File: config.mk
export PLATFORM = sky130hd
export DESIGN_NAME = axby_dp
export DESIGN_NICKNAME = d
export VERILOG_FILES = /design/src/rtl/axby_dp.sv
export SDC_FILE = /design/constraint.sdc
export NUM_CORES = 1
export LEC_CHECK = 0
export CORE_MARGIN = 2
export CORE_UTILIZATION = 28
export DETAILED_ROUTE_END_ITERATION = 6
export GPL_TIMING_DRIVEN = 0
export PLACE_DENSITY_LB_ADDON = 0.15
export SLEW_MARGIN = 25
export SYNTH_ARGS = -nofsm -noshare
export SYNTH_HDL_FRONTEND = slang
export SYNTH_SLANG_ARGS = --single-unit
File: constraint.sdc
create_clock -name clk -period 4.9 [get_ports clk]
set_input_delay 0.98 -clock clk [delete_from_list [all_inputs] [get_ports clk]]
set_output_delay 0.98 -clock clk [all_outputs]
set_load 0.05 [all_outputs]
File: src/rtl/axby_dp.sv
// Datapath for the sequenced A*X+B*Y style operation: X/Y shift registers, a 3-bit step
// counter and a 16-bit accumulator, steered by the sequencer's CMD word.
module axby_dp (
    input  logic        clk,
    input  logic        rst_n,
    input  logic        START,
    input  logic [7:0]  CMD,
    input  logic        SETRDYP,
    input  logic [7:0]  X_IN,
    input  logic [7:0]  Y_IN,
    output logic [4:0]  STATUS,
    output logic [15:0] RESULT,
    output logic        RDY
);

    typedef struct packed {
        logic resi;
        logic plx;
        logic shlx;
        logic ply;
        logic shly;
        logic plrez;
        logic inc;
        logic sel;
    } cmd_t;

    cmd_t        cmd;
    logic [15:0] x, y, rez;
    logic [2:0]  i;
    logic [15:0] addend;

    assign cmd    = cmd_t'(CMD);
    assign addend = cmd.sel ? y : x;

    always_ff @(posedge clk or negedge rst_n) begin
        if (!rst_n) begin
            x   <= '0;
            y   <= '0;
            i   <= '0;
            rez <= '0;
        end else if (cmd.resi) begin
            x   <= {8'h00, X_IN};
            y   <= {8'h00, Y_IN};
            i   <= '0;
            rez <= '0;
        end else begin
            // Load beats shift; the bit leaving x[15]/y[15] is dropped.
            if (cmd.plx)       x <= {8'h00, X_IN};
            else if (cmd.shlx) x <= {x[14:0], 1'b0};
            if (cmd.ply)       y <= {8'h00, Y_IN};
            else if (cmd.shly) y <= {y[14:0], 1'b0};
            if (cmd.inc)       i <= i + 3'd1;
            // addend reads the pre-edge x/y, so a same-cycle shift does not leak in.
            if (cmd.plrez)     rez <= rez + addend;
        end
    end

    // RESULT/RDY are owned by the handshake only; resi never touches them.
    always_ff @(posedge clk or negedge rst_n) begin
        if (!rst_n) begin
            RESULT <= '0;
            RDY    <= 1'b0;
        end else if (SETRDYP) begin
            RESULT <= rez;
            RDY    <= 1'b1;
        end else if (START) begin
            RDY    <= 1'b0;
        end
    end

    assign STATUS = {x == 16'd0, y == 16'd0, i == 3'd2, i == 3'd6, i == 3'd7};

endmodule

==> results of run 1 <==
critical path, stage by stage:
cell and delay [ns]:
clkbuf_1 0.30, buf_1 0.49, mux2_2 0.43, ha_1 0.39, a21oi_4 0.21, o21ai_2 0.10, a211o_1 0.27, a21o_1 0.18
or3_1 0.33, a32o_1 0.25
metal layers:
layer | vias to the layer above | global-route usage (%) | part of all wire (%)
met3 | 9 | 4.69 | 4.0
li1 | 1334 | - | -
met4 | 0 | 4.54 | 1.4
met1 | 1340 | 18.8 | 50
met5 | - | 0 | 0
met2 | 45 | 20.7 | 44
per-stage QoR:
step	total power [uW]	instances	area [um^2]
global route	1660	577	4670
finish	1580	577	4670
detailed placement	993	562	4400
floorplan	875	340	3710
global placement	990	561	4380
CTS	1600	577	4670
cell usage after synthesis (all sizes together) (2+ instances only):
master	n
nor2	30
a22o	4
a32o	3
and3	2
nand2b	2
nor4	8
a31oi	3
inv	4
mux2i	40
nand4	2
or2	2
or3	3
xor2	5
nor2b	3
ha	18
o21ai	23
nand3	6
and4	2
xnor2	7
mux2	31
clkbuf	10
buf	8
dfrtp	68
nand2	26
a21o	6
a211oi	3
a21oi	9
power by group through the flow:
stage | registers [uW] | logic [uW] | clock network, uW
after floorplan | 697 | 178 | 0
after global placement | 652 | 338 | 0
after detailed placement | 653 | 341 | 0
after CTS | 643 | 344 | 617
after global routing | 649 | 372 | 643
final | 643 | 339 | 596
area by class of cell:
| cell class | instances | area [um^2] | share of cell area (%) |
|---|---|---|---|
| buffer | 18 | 77.6 | 1.66 |
| clock buffer | 13 | 260 | 5.57 |
| clock inverter | 2 | 10.0 | 0.214 |
| inverter | 4 | 15.0 | 0.321 |
| multi-input combinational | 250 | 1920 | 41.1 |
| sequential | 68 | 1700 | 36.4 |
| tap | 176 | 220 | 4.71 |
| timing repair buffer | 46 | 468 | 10.0 |
final timing paths:
path | start | end | cells after the start
max | CMD[0] | rez[15] | 10
min | RDY | RDY | 1
min reg2reg | RDY | RDY | 1
max reg2reg | y[0] | rez[12] | 9
min in group asynchronous | rst_n | x[0] | 1
max in group asynchronous | rst_n | rez[10] | 2
kinds of logic after synthesis:
| group | after synthesis | share of synthesized area, % |
|---|---|---|
| AND/OR/NAND/NOR | 91 | 11.7 |
| multiplexers | 71 | 20.2 |
| adder cells (fa/ha/maj) | 19 | 6.61 |
| AO/OA/AOI/OAI | 57 | 10.3 |
| XOR/XNOR | 12 | 2.83 |
| flip-flops | 68 | 45.8 |
| buffers and inverters | 22 | 2.49 |
cells in the final DEF (no fill, tap or decap), types with 3 or more instances in the layout:
master	count
a211oi_1	3
nor4_1	8
xnor2_1	7
a31oi_1	3
nand3_1	6
o21ai_0	21
clkdlybuf4s50_1	44
a22o_1	4
a21o_1	6
ha_1	18
mux2_2	31
xor2_1	5
clkbuf_1	12
nor2_1	30
dfrtp_1	68
mux2i_1	40
inv_1	4
a32o_1	3
nor2b_1	3
a21oi_1	8
nand2_1	26
clkbuf_16	9
buf_1	5
flip-flops by register name, summed over array words and instances (netlist names):
signal and count:
y 16, i 3, x 16, RDY 1, rez 16, RESULT 16
==> results.txt, run 1 <==
----------------------------------------------------
[Run status]
  Outcome ... completed

[Layout]
  Net total in the final layout ... 444
  Post-layout utilization of the core ... about 36%
  Share of layout cells above drive strength 1 ... between 10% and 20%
  Diode count ... 0
  Number of inserted filler cells in the final layout ... around 1,300
  Signed area change from the synthesized netlist to the final layout ... 25.8%

[Drt]
  Number of detailed-routing iterations run before antenna repair ... 4
  Count of antenna-violating nets left after detailed routing ... 0
  DRC errors left ... 0
  Via Count ... approximately 2,700
  DR iter-0 viols ... a little under 80
  WL/cell ... around 16 um
  Via-to-Cell Ratio ... 4.73
  Sum of routed wire length over all layers ... 9070 um

[Clock network]
  CTS tree ... built
  CTS buffer count ... 9
  Clock input transition at the sequential cells of the worst setup and hold paths ... roughly 0.050 ns
  # H-tree levels ... 3
  Root buffer selected by CTS ... clkbuf_16
  Total number of clock tree sinks ... 68
  Post-cts repair resize count ... 0
  Number of setup buffers added after CTS ... 0
  Worst-case clock buffer depth ... 2
  Number of hold-repair buffers added at the cts stage ... 0
  Insertion delay to the later sink of the worst-skew pair ... approximately 0.34 ns

[Setup path]
  Worst reg-to-reg setup slack ... 2.20 ns
  Category of the critical setup timing path ... in -> reg
  Required time worst endpoint ... 5.13 ns
  Largest driver fanout on the critical path ... 10
  Startpoint kind of the worst setup timing path ... input pin
  Critical path capture point type ... flop
  Endpoint arrival time on the critical path ... between 3 and 4 ns

[Die]
  Num rows ... between 40 and 50
  Floorplan die width ... 119 um
  Area of the die ... 14,200 um^2
  Boundary Pins ... 50
  Die Y ... roughly 120 um
  Initial core utilization ... about 28%
  Core area ... 13,100 um^2

[Timing]
  Fraction of the cycle the final worst path needs ... between 70% and 80%
  RSZ-0062 raised after global routing ... no
  Worst Hold Slack ... 0.484 ns
  Relative max-transition margin ... between 50% and 60%
  Crit path time final ... between 3 and 4 ns
  Slew at the pin with the worst max-slew slack ... ~0.72 ns
  Clk_skew ... around 0.0067 ns
  FMAX ... ~0.27 GHz
  Max Transition Viols Final ... 0
  Setup Total Neg Slack ... 0 ns
  Final WS setup ... around 1.2 ns
  Number of failing setup endpoints in the final timing report ... 0
  Final hold violation count ... 0

[Place]
  Setup WS pre-CTS ... ~0.86 ns
  Final HPWL from detailed placement ... roughly 6700 um
  Final estimated routing congestion in global placement ... between 0.8 and 0.9
  Port buffer count ... 45

[Synthesis]
  Synthesis Warnings ... 0
  Top cell type's share of synthesized area ... between 40% and 50%
  Synthesized netlist net count ... about 390
  Number of register bits inferred by synthesis ... 68
  Post-synth ARST share ... 100%
  Cell taking the most area after synthesis ... dfrtp_1
  Post-synthesis cell count ... 340
  Number of different library cells in the post-synthesis netlist ... 46
  Flip-flop cell with the highest count after synthesis ... dfrtp_1
  Portion of the post-synthesis area used by sequential elements ... approximately 46%
  Post-synth EDFFs ... 0
  Mapped Area ... about 3700 um^2
  Post-synthesis average cell area ... 10.9 um^2
  Largest cells by area after synthesis ... dfrtp_1 46%, mux2i_1 11%, mux2_2 9.4%

[Power]
  Switching power summed over all nets ... 462 uW
  Clock share of power ... between 30% and 40%
  Power density relative to cell area ... 338 nW/um^2
  Switching power as a share of total power ... 29.3%
  Internal power ... ~1100 uW
  Portion of total power attributed to combinational logic ... approximately 22%
  Part of the total power dissipated in sequential elements ... roughly 41%
  Leakage ... 0.00223 uW
  Worst vdd rail ir drop ... between 150 and 200 uV

[GRT]
  Pin count of the biggest net entering global routing ... 38
  Global route total overflow ... 0
  Via count of the first global-routing pass ... 2,907
  First-pass GRT wire length ... 15,100 um
  Initial antenna violation count ... 0
  Gr usage total ... ~14%

[Job]
  MaxCap Viol Count ... 0

[Worst hold path]
  Path type of the worst min-delay path ... reg -> reg

----------------------------------------------------
No activity file was read; power rests on OpenSTA's default activity.
==> run 2: changes to the inputs <==
clock period = 3.3 ns   (was 4.9 ns; I/O delays follow)
==> results.txt, run 2 (synthesis results as in run 1) <==
----------------------------------------------------
[Clock network]
  Number of setup buffers added after CTS ... 0
  Root buffer selected by CTS ... clkbuf_16
  CTS buffer count ... 9
  CTS tree ... built
  Post-cts repair resize count ... 0
  Total number of clock tree sinks ... just under 70
  Worst-case clock buffer depth ... 2
  Number of hold-repair buffers added at the cts stage ... 0
  Insertion delay to the later sink of the worst-skew pair ... about 0.34 ns
  Clock input transition at the sequential cells of the worst setup and hold paths ... 0.06 ns
  # H-tree levels ... 3

[Place]
  Final HPWL from detailed placement ... between 6000 and 7000 um
  Final estimated routing congestion in global placement ... a little over 0.8
  Port buffer count ... 45
  Placed instance count ... about 560

[Worst hold path]
  Path type of the worst min-delay path ... in -> async

[Timing]
  Crit path time final ... about 3.1 ns
  Final hold violation count ... 0
  FMAX ... around 0.32 GHz
  Fraction of the cycle the final worst path needs ... between 90% and 100%
  Max Transition Viols Final ... 0
  Clk_skew ... 0.0108 ns
  RSZ-0062 raised after global routing ... no
  Slew at the pin with the worst max-slew slack ... 0.746 ns
  Worst Hold Slack ... approximately 0.26 ns
  Relative max-transition margin ... 50.3%
  Number of failing setup endpoints in the final timing report ... 0

[Drt]
  Via-to-Cell Ratio ... ~4.8
  Via Count ... approximately 2,700
  DR iter-0 viols ... 84
  Number of detailed-routing iterations run before antenna repair ... 4
  WL/cell ... roughly 16 um
  Count of antenna-violating nets left after detailed routing ... 0
  Sum of routed wire length over all layers ... ~9000 um
  DRC errors left ... 0

[Power]
  Worst vdd rail ir drop ... 355 uV
  Power density relative to cell area ... slightly above 500 nW/um^2
  Leakage ... ~0.0022 uW
  Pwr Total ... ~2400 uW

[Setup path]
  Critical path capture point type ... flop
  Slowest stage cell on the critical path ... mux2_2
  Delay of the slowest cell on the worst path ... 0.40 ns
  Startpoint kind of the worst setup timing path ... input pin
  Endpoint arrival time on the critical path ... between 3 and 4 ns
  Required time worst endpoint ... between 3 and 4 ns
  Worst reg-to-reg setup slack ... ~0.58 ns
  Largest driver fanout on the critical path ... 10
  Cell-by-cell trace of the critical path ... clkbuf_2 -> buf_2 -> mux2_2 -> ha_1 -> a21oi_4 -> o21ai_2 -> a211o_1 -> a21o_1 -> or3_1 -> a32o_1
  Category of the critical setup timing path ... in -> reg

[Layout]
  Leading cell types in the layout, fill and taps excluded ... 68 x dfrtp_1, 44 x clkdlybuf4s50_1, 40 x mux2i_1
  Signed area change from the synthesized netlist to the final layout ... 26.5%
  Leading cell type in the layout, fill and taps excluded ... dfrtp_1
  Post-layout utilization of the core ... 35.9%
  Net total in the final layout ... 444
  Post-route non-filler standard cell count ... between 500 and 600
  Share of layout cells above drive strength 1 ... 14.8%
  Number of inserted filler cells in the final layout ... 1,338
  Diode count ... 0

[Die]
  Boundary Pins ... 50
  Floorplan die width ... 119 um
  Num rows ... 42
  Area of the die ... 14,200 um^2
  Die Y ... roughly 120 um
  Initial core utilization ... 28.4%
  Core area ... 13,100 um^2

[GRT]
  Via count of the first global-routing pass ... ~2,800
  Pin count of the biggest net entering global routing ... 39
  Initial antenna violation count ... 0
  First-pass GRT wire length ... about 15,000 um
  Global route total overflow ... 0
  Gr usage total ... between 10% and 20%

[Run status]
  Outcome ... completed

[Job]
  MaxCap Viol Count ... 0

----------------------------------------------------
==> run 2: changes by cell type in the layout (fill, tap and decap cells not counted), sizes merged <==
cell    change
bufinv      +1
clkbuf      -1
clkinv      -1
==> run 2: critical path, delay by kind of cell <==
family,cells,cell delay [ns]
AO/OA/AOI/OAI,5,1.03
buffers and inverters,2,0.48
multiplexers,1,0.40
adder cells (fa/ha/maj),1,0.40
AND/OR/NAND/NOR,1,0.34
==> run 2: cell type report <==
| type | instances | area, um^2 | share of cell area, % |
|---|---|---|---|
| Timing Repair Buffer | 46 | 468 | 9.97 |
| Buffer | 18 | 80.1 | 1.71 |
| Inverter | 4 | 15.0 | 0.320 |
| Tap cell | 176 | 220 | 4.69 |
| Clock buffer | 12 | 256 | 5.46 |
| Multi-Input combinational cell | 250 | 1920 | 40.9 |
| Clock inverter | 2 | 35.0 | 0.746 |
| Sequential cell | 68 | 1700 | 36.2 |
==> run 2: path summary, 6_finish.rpt <==
check,startpoint,to,cells past startpoint
setup / recovery,CMD[0],rez[15],10
hold / removal,rst_n,x[1],1
setup reg to reg,y[0],rez[10],9
hold reg to reg,RDY,RDY,1
max in group asynchronous,rst_n,rez[10],2
min in group clk,RDY,RDY,1
==> run 2: stage by stage <==
step                      cell area (um^2)  worst slack [ns]  setup TNS (ns)
after floorplan                       3710            0.0562               0
after global placement                4380            -0.923          -62.98
after detailed placement              4400            -0.285          -0.754
after CTS                             4690            0.0823               0
after global routing                  4690             0.103               0
final                                 4690             0.218               0
==> run 2: routing by layer <==
metal  routed length (um)  share of wire [%]  track usage, %
met2                 3960                 44            20.5
met4                  115                1.3            4.24
met5                    0                  0               0
met3                  376                4.2            4.65
met1                 4570                 51            19.0
==> run 2: power breakdown <==
group	total, uW	switching [uW]	internal, uW
registers	956	56.7	899
clock network	962	346	616
logic	504	289	215
total	2420	692	1730
